[config.mk]
export PLATFORM = sky130hd
export DESIGN_NAME = im_boot_loader
export DESIGN_NICKNAME = d
export VERILOG_FILES = /design/src/rtl/im_boot_loader.sv
export SDC_FILE = /design/constraint.sdc
export NUM_CORES = 1
export LEC_CHECK = 0
export ABC_CLOCK_PERIOD_IN_PS = 3200
export BUFFER_PORTS_ARGS = -buffer_cell sky130_fd_sc_hd__buf_2
export CORE_ASPECT_RATIO = 1.4
export CORE_MARGIN = 5
export CORE_UTILIZATION = 35
export DETAILED_ROUTE_END_ITERATION = 10
export SLEW_MARGIN = 15
export SYNTH_ARGS = -nofsm -noshare
export SYNTH_HDL_FRONTEND = slang
export SYNTH_SLANG_ARGS = --single-unit
[constraint.sdc]
create_clock -name clk -period 3.2 [get_ports clk]
set_input_delay 0.32 -clock clk [delete_from_list [all_inputs] [get_ports clk]]
set_output_delay 0.32 -clock clk [all_outputs]
set_load 0.1 [all_outputs]
[src/rtl/im_boot_loader.sv]
// Boot-time program loader. It takes a framed image from a valid/ready stream:
// a length word, then that many program words, then a 32-bit additive checksum.
// Each program word is written into instruction memory one cycle after it is
// accepted. The core is held in reset until the whole image has been written
// and its checksum matches.
//
// state | meaning
// ------+-----------------------------------------------------------
// IDLE  | after reset, waiting for start
// LEN   | waiting for the length word
// LOAD  | accepting program words and writing them to IM
// CSUM  | waiting for the checksum word
// DONE  | image verified, core released; only rst leaves this state
// ERR   | bad length or checksum mismatch; start begins a retry
module im_boot_loader #(
    parameter int                ADDR_W    = 16,
    parameter logic [ADDR_W-1:0] BASE_ADDR = '0,
    parameter int                MAX_WORDS = 16384
) (
    input  logic              clk,
    input  logic              rst,
    input  logic              start,
    input  logic              in_valid,
    output logic              in_ready,
    input  logic [31:0]       in_data,
    output logic [3:0]        im_w_en,
    output logic [ADDR_W-1:0] im_address,
    output logic [31:0]       im_write_data,
    output logic              cpu_rst,
    output logic              busy,
    output logic              done,
    output logic              error,
    output logic [15:0]       word_cnt
);

    typedef enum logic [2:0] {
        S_IDLE,
        S_LEN,
        S_LOAD,
        S_CSUM,
        S_DONE,
        S_ERR
    } state_t;

    localparam logic [31:0] MAX_LEN = 32'(MAX_WORDS);

    state_t      state;
    logic [15:0] len;
    logic [31:0] sum;
    logic        accept;

    // in_ready is itself a register, so the handshake needs no extra state.
    assign accept = in_valid & in_ready;

    // Loader FSM; every output is set on the transition into the state that owns it.
    always_ff @(posedge clk) begin
        if (rst) begin
            state         <= S_IDLE;
            len           <= '0;
            sum           <= '0;
            in_ready      <= 1'b0;
            im_w_en       <= 4'h0;
            im_address    <= '0;
            im_write_data <= '0;
            cpu_rst       <= 1'b1;
            busy          <= 1'b0;
            done          <= 1'b0;
            error         <= 1'b0;
            word_cnt      <= '0;
        end else begin
            // A write strobe lasts exactly one cycle unless LOAD re-arms it.
            im_w_en <= 4'h0;
            unique case (state)
                S_IDLE, S_ERR: begin
                    if (start) begin
                        state    <= S_LEN;
                        in_ready <= 1'b1;
                        busy     <= 1'b1;
                        error    <= 1'b0;
                        word_cnt <= '0;
                        sum      <= '0;
                    end
                end
                S_LEN: begin
                    if (accept) begin
                        // Full 32-bit compare so large lengths cannot alias into range.
                        if (in_data == 32'd0 || in_data > MAX_LEN) begin
                            state    <= S_ERR;
                            in_ready <= 1'b0;
                            busy     <= 1'b0;
                            error    <= 1'b1;
                        end else begin
                            len   <= in_data[15:0];
                            state <= S_LOAD;
                        end
                    end
                end
                S_LOAD: begin
                    if (accept) begin
                        im_w_en       <= 4'hF;
                        im_address    <= ADDR_W'(32'(BASE_ADDR) + {14'd0, word_cnt, 2'b00});
                        im_write_data <= in_data;
                        sum           <= sum + in_data;
                        word_cnt      <= word_cnt + 16'd1;
                        if (word_cnt == len - 16'd1) begin
                            state <= S_CSUM;
                        end
                    end
                end
                S_CSUM: begin
                    if (accept) begin
                        in_ready <= 1'b0;
                        busy     <= 1'b0;
                        // The last IM write is already on the bus this cycle, so
                        // releasing the core on the next edge keeps it ahead.
                        if (in_data == sum) begin
                            state   <= S_DONE;
                            done    <= 1'b1;
                            cpu_rst <= 1'b0;
                        end else begin
                            state <= S_ERR;
                            error <= 1'b1;
                        end
                    end
                end
                S_DONE: begin
                    state <= S_DONE;
                end
                default: begin
                    state <= S_IDLE;
                end
            endcase
        end
    end

endmodule

## Word level (Yosys, flattened, before mapping)

Cells that the tools add are included.

- Add/sub/neg operators: 3
- Multipliers: 0
- Div/mod/pow operators: 0
- Order comparisons: 1
- Eq/ne operators: 14
- Shift-type cells: 0
- Mux-type cells: 26
- Bitwise logic cells: 3
- Reduce and logical (&&, ||, !) cells: 14

Operator list:

| cell | count |
|---|---|
| 32-bit 2-to-1 mux | 2 |
| 32-bit one-hot mux with 2 select lines | 1 |
| 32-bit adder | 1 |
| 32-bit == test | 1 |
| 32-bit by 15-bit greater-than comparator with 1-bit output, second input constant | 1 |
| 32-bit zero test | 1 |
| 16-bit 2-to-1 mux | 2 |
| 16-bit one-hot mux with 2 select lines | 1 |
| 3-bit 2-to-1 mux | 6 |
| 16-bit by 1-bit adder with 16-bit output, second input constant | 1 |
| 16-bit == test | 1 |
| 16-bit by 1-bit subtractor with 16-bit output, second input constant | 1 |
| 3-bit one-hot mux with 5 select lines | 1 |
| 2-bit != test, second input constant | 7 |
| 1-bit 2-to-1 mux | 10 |
| 5-bit AND reduction | 2 |
| 3-bit AND reduction | 3 |
| 3-bit by 2-bit == test with 1-bit output, second input constant | 2 |
| 3-bit == test, second input constant | 2 |
| 1-bit one-hot mux with 3 select lines | 2 |
| 6-bit AND reduction | 1 |
| 4-bit 2-to-1 mux | 1 |
| 2-bit OR reduction | 2 |
| 3-bit by 1-bit == test with 1-bit output, second input constant | 1 |
| other kinds (7) | 8 |

- Bits in registers: 121
- Latch bits: 0
- RAM bits: 0
- Memory bits (read-only): 0
- Output and inout port bits: 73
- Word-level logic and storage cells: 72
- Memories kept: 0

## Longest topological paths before layout

- Depth in word-level cells: 5
- Depth in mapped cells: 11
- Gate-level depth less buffers: 11

## Worst setup path before layout

OpenSTA, ideal clock, no wires.

- Kind: input -> register
- From: input port in_data[0]
- To: register sum[30]
- Data arrival time: 2851 ps
- Required time: 3083 ps
- Slack: 231 ps
- Stages on the path: 11
- Path buffers: 0
- Cell sequence: ha_1 fa_1 a21oi_1 o21ai_0 a21oi_1 o22ai_1 a21oi_1 o22ai_1 o211a_1 or3_1 a32o_1

- Word-level cells in the longest chain between the ends: 3

Ends and longest elaborated chain:

| item | line | source |
|---|---|---|
| start, declared | 25 | `input logic [31:0] in_data,` |
| 32-bit adder | 103 | `sum <= sum + in_data;` |
| 32-bit 2-to-1 mux | 99 | `if (accept) begin` |
| 32-bit one-hot mux with 2 select lines | 73 | `unique case (state)` |
| end signal, assigned | 103 |  |
| end, declared | 49 | `logic [31:0] sum;` |

Every way passes these cells. The select of a mux whose other input is x is not followed.
A chain may end at the register's enable or synchronous reset.

## Worst setup path after layout

- From: register sum[0]
- To: register sum[30]

- Word-level cells in the longest chain between the ends: 3

Ends and longest elaborated chain:

| item | line |
|---|---|
| 32-bit adder | 103 |
| 32-bit 2-to-1 mux | 99 |
| 32-bit one-hot mux with 2 select lines | 73 |

Every way passes these cells. The select of a mux whose other input is x is not followed.

==> results <==
- For this design the top-level I/O count stands at 109.
- Counting flops with an async set or reset pin after synthesis yields a share of 0.
- In the synthesized netlist, the number of instances is 849.
- The critical path data arrival time is 3170 ps.
- The clock latency at the later pin of the worst-skew pair is 420 ps.
- The filler cell count in the final layout is 1896.
- The average routed wire per standard cell is 16.14 um.
- Of the cells placed in the final design, the portion with a size suffix greater than 1 is 0.1706.
- The final total negative setup slack is 0 ps.
- The peak ir drop on the vdd network is 364.6 uV.
- Summed over all cells, the static leakage comes to 0.003454 uW.
- Clock-pin slew was measured on the worst setup and hold paths at 60 ps.
- Of the total synthesized cell area, the portion taken by full adders, half adders and majority gates is 0.06509.
- At the end of routability-driven placement, the weighted congestion stood at 0.8479.
- Yosys mapped a number of flops with a built-in enable equal to 0.
- Yosys printed 0 warnings.
- The final critical-path required period is 2853 ps.
- The kind of cell adding the most delay to the critical path is compound AO/OA/AOI/OAI gates.
- The startpoint of the most critical register-to-register path is sum[0].
- The iteration-0 DRC count of the detailed router is 319.
- The number of nets still failing antenna checks after routing is 0.
- The synthesis-stage register bit count is 118.
- In this run the worst setup path terminates at sum[30].
- The total chip power is 4617 uW.
- Once the clock tree was built, the setup fixing pass inserted 0 buffers.
- The half-perimeter wire length after placement is 14350 um.
- The number of sinks on the clock net is 118.
- The distinct cell type count of the synthesized netlist is 59.
- The areal power density over the cells is 575.7 nW/um2.
- The share of synthesized cell area in and, or, nand and nor gates is 0.2304.
- Once the clock tree was built, the resizer swapped 0 gates to a different size.
- After routing the design area is 8020 um2.
- The critical path endpoint category is a flop.
- The most used flip-flop cell after synthesis is sky130_fd_sc_hd__dfxtp_1.
- The biggest area contributor in the post-synthesis netlist is sky130_fd_sc_hd__dfxtp_1.
- The cell sitting at the root of the clock tree is a sky130_fd_sc_hd__clkbuf_16.
- The area growth from synthesis to final layout is 20.58%.
- For this run, the post-layout net count is 1001.
- The critical path launch point is sum[0].
- The sum of overflow across all layers after global routing is 0.
- The wire length after detailed routing is 19180 um.
- The standard-cell row count is 59.
- The number of detailed-route iterations in the first pass is 6.
- The die boundary width is 126.5 um.
- The per-instance average area after synthesis is 7.834 um2.
- The final core utilization is 0.4294.
- The CTS tree is done.
- In the routed layout, each cell is associated on average with a via count of 5.250.
- The logic depth of the worst register-to-register path is 11.
- The path class of the tightest hold or removal check is input port to flop.
- The worst setup path is launched from a flop.
- By area, the combinational part of the netlist is dominated by simple AND/OR/NAND/NOR gates.
- The final number of hold-violating endpoints is 0.
- Derived from the worst setup path, the maximum achievable clock frequency is 350.5 MHz.
- The cell type of the slowest stage on the worst timing path is sky130_fd_sc_hd__fa_1.
- The cell occurring most often along the worst timing path is sky130_fd_sc_hd__a21oi_1.
- Sorting the synthesized cells by area gives the leading types as sky130_fd_sc_hd__dfxtp_1 (36%), sky130_fd_sc_hd__nand2_1 (7.7%), sky130_fd_sc_hd__a21oi_1 (6.9%), sky130_fd_sc_hd__ha_1 (6.2%), sky130_fd_sc_hd__nor2_1 (4.6%).
- The xor/xnor share of the synthesized area is 0.07111.
- The start-to-end type of the worst setup path is flop to flop.
- The critical path goes through ha_1 -> fa_1 -> a21oi_1 -> o21ai_0 -> a21oi_1 -> o22ai_1 -> a21oi_1 -> o22ai_1 -> o211a_1 -> or3_1 -> a32o_1.
- The H-tree generated during clock tree synthesis spans 4 levels.
- In the routed design, unresolved DRC markers number 0.
- Counting the buffers created by CTS gives 17.
- In this run the number of cells on the critical path is 11.
- The effective utilization at floorplan is 0.3561.
- In this run the critical register-to-register path is captured at sum[30].
- The number of buffer cells added on primary ports is 106.
- Of the post-synthesis cell area, the dominant cell type holds 0.3552.
- Dividing the final minimum period by the clock period gives 0.8917.
- The number of antenna violations at the first check in global routing is 0.
- For this run, the total global-route usage over all layers was measured as 0.1740.
- Summing all placed instances gives a cell area of 7370 um2.
- The max-slew violation count is 0.
- The number of vias after detailed routing is 6237.
- The sum of buffers and inverters on the critical path is 0.
- The floorplan step set the die height to 173.1 um.
- The via count of the first global-routing pass is 6017.
- The core area is 18680 um2.
- Headroom to the max-slew limit came out at 0.6156.
- The slew of the pin with the lowest slew margin is 576.7 ps.
- The maximum number of pins on one net before global-route repair is 50.
- The number of antenna diodes in the final layout is 0.
- The fraction of the mapped netlist area in compound gates is 0.1964.
- For this run, the slowest stage of the critical path takes 410 ps.
- The highest net fanout along the worst path is 3.
- The fraction of synthesized area in multiplexers is 0.03499.
- The data required time of the worst path is 3510 ps.
- Of the synthesized area, sequential elements account for 0.3552.
- The die area is 21900 um2.
- For flop-to-flop paths, the worst setup slack is 350 ps.
- Setup repair after global routing left no endpoint under its margin.
- Setup violations remaining at the end of the flow were counted as 0.
- The flow ran to the end, and the final reports show no timing, DRC or antenna violations.
- The buffer depth of the longest clock path is 2.
- The number of max-capacitance violations reported is 0.
- The first global-routing pass estimated 30970 um of wire.
- The post-synthesis cell area is 6651 um2.
- In this run, post-CTS hold repair placed 0 buffers.
- Clock skew on the completed layout was measured at 8.320 ps.
report_power, final:
| group | switching [uW] | internal (uW) | total (uW) |
|---|---|---|---|
| logic | 644 | 243 | 887 |
| clock network | 675 | 1440 | 2120 |
| registers | 84.6 | 1530 | 1610 |
| total | 1400 | 3210 | 4620 |
registers in the layout, summed over array words and instances (netlist names):
| signal | count |
|---|---|
| busy | 1 |
| cpu_rst | 1 |
| done | 1 |
| error | 1 |
| im_address | 14 |
| im_w_en | 1 |
| im_write_data | 32 |
| len | 16 |
| state | 3 |
| sum | 32 |
| word_cnt | 16 |
logic make-up after synthesis:
kind of cell,after synthesis
muxes,23
other,1
and+or+nand+nor,332
AOI/OAI and AO/OA,214
xor gates and xnor gates,54
adders and majority gates,34
buffers and inverters,73
DFF,118
cells in the mapped netlist (4+ instances only):
library cell               instances
sky130_fd_sc_hd__buf_4             6
sky130_fd_sc_hd__nor4_1           16
sky130_fd_sc_hd__nor3_1           16
sky130_fd_sc_hd__clkbuf_1         48
sky130_fd_sc_hd__inv_1            15
sky130_fd_sc_hd__o21ai_0          34
sky130_fd_sc_hd__o21bai_1         10
sky130_fd_sc_hd__nor2_1           82
sky130_fd_sc_hd__xnor2_1          24
sky130_fd_sc_hd__dfxtp_1         118
sky130_fd_sc_hd__a22oi_1          17
sky130_fd_sc_hd__nor3b_1           7
sky130_fd_sc_hd__nand2_1         136
sky130_fd_sc_hd__or3_1             7
sky130_fd_sc_hd__nand4_1          12
sky130_fd_sc_hd__mux2i_1          21
sky130_fd_sc_hd__a211oi_1          5
sky130_fd_sc_hd__a31oi_1           8
sky130_fd_sc_hd__nand3_1          18
sky130_fd_sc_hd__nand2b_1         10
sky130_fd_sc_hd__a21o_1           19
sky130_fd_sc_hd__nor2b_1           7
sky130_fd_sc_hd__a21oi_1          92
sky130_fd_sc_hd__xor2_1           30
sky130_fd_sc_hd__and3_1            4
sky130_fd_sc_hd__ha_1             33
per-stage QoR:
stage,std cells,hold WS [ps],setup slack [ps]
floorplan,850,429.1,231.5
global placement,1156,438.6,214.6
detailed placement,1156,443.5,179.9
CTS,1188,165.9,359.2
global route,1188,177.5,113.3
finish,1188,173.7,346.7
layout make-up:
class	instances	area, um2	share of cell area
well taps	244	305.3	0.03807
inverters	15	56.30	0.007020
clock inverters	8	168.9	0.02106
flip-flops and latches	118	2362	0.2945
multi-input cells	659	3998	0.4984
repair buffers	120	648.1	0.08081
clock buffers	24	481.7	0.06006
layout by cell type (no fill, tap or decap), types with 3 or more instances in the layout:
master / count
sky130_fd_sc_hd__xnor2_1: 24
sky130_fd_sc_hd__nor3b_1: 7
sky130_fd_sc_hd__a21oi_1: 92
sky130_fd_sc_hd__clkbuf_16: 17
sky130_fd_sc_hd__o22ai_1: 3
sky130_fd_sc_hd__nand3_1: 17
sky130_fd_sc_hd__buf_2: 106
sky130_fd_sc_hd__dfxtp_1: 118
sky130_fd_sc_hd__nand2_1: 136
sky130_fd_sc_hd__and2_1: 3
sky130_fd_sc_hd__o21ai_0: 34
sky130_fd_sc_hd__o211ai_1: 3
sky130_fd_sc_hd__a31oi_1: 8
sky130_fd_sc_hd__clkbuf_1: 4
sky130_fd_sc_hd__buf_4: 13
sky130_fd_sc_hd__o21bai_1: 10
sky130_fd_sc_hd__nand3b_1: 3
sky130_fd_sc_hd__a21o_1: 19
sky130_fd_sc_hd__nor2b_1: 7
sky130_fd_sc_hd__inv_1: 15
sky130_fd_sc_hd__xor2_1: 30
sky130_fd_sc_hd__a32oi_1: 3
sky130_fd_sc_hd__or3_1: 7
sky130_fd_sc_hd__nand4_1: 12
sky130_fd_sc_hd__and3_1: 4
sky130_fd_sc_hd__bufinv_16: 5
sky130_fd_sc_hd__nand2b_1: 10
sky130_fd_sc_hd__a22oi_1: 17
sky130_fd_sc_hd__nor3_1: 16
sky130_fd_sc_hd__clkbuf_8: 3
sky130_fd_sc_hd__nor4_1: 16
sky130_fd_sc_hd__ha_1: 33
sky130_fd_sc_hd__or2_2: 3
sky130_fd_sc_hd__a211oi_1: 5
sky130_fd_sc_hd__o31ai_1: 3
sky130_fd_sc_hd__nor2_1: 81
sky130_fd_sc_hd__mux2i_1: 21
worst min path at each step:
| stage | start | endpoint | cells past startpoint |
|---|---|---|---|
| floorplan | sum[17] | sum[17] | 2 |
| global placement | im_address[10] | im_address[10] | 2 |
| detailed placement | im_address[4] | im_address[4] | 2 |
| CTS | in_data[20] | im_write_data[20] | 3 |
| global route | in_data[17] | im_write_data[17] | 3 |
| finish | in_data[18] | im_write_data[18] | 3 |
worst register-to-register path, cell delays in order, from the launching register on:
cell and delay (ps):
sky130_fd_sc_hd__dfxtp_1 310, sky130_fd_sc_hd__ha_1 220, sky130_fd_sc_hd__fa_1 410, sky130_fd_sc_hd__a21oi_1 170, sky130_fd_sc_hd__o21ai_0 110, sky130_fd_sc_hd__a21oi_1 220
sky130_fd_sc_hd__o22ai_1 170, sky130_fd_sc_hd__a21oi_1 210, sky130_fd_sc_hd__o22ai_1 150, sky130_fd_sc_hd__o211a_1 250, sky130_fd_sc_hd__or3_1 300, sky130_fd_sc_hd__a32o_1 240
per-layer routing:
metal  vias up  GRT usage  part of all wire
li1       3130          -                 -
met2       144     0.3160              0.52
met3        38    0.03519             0.046
met1      2925     0.1938              0.41
met4         0    0.07558             0.030
met5         -          0                 0
No activity file was read; power rests on OpenSTA's default activity.
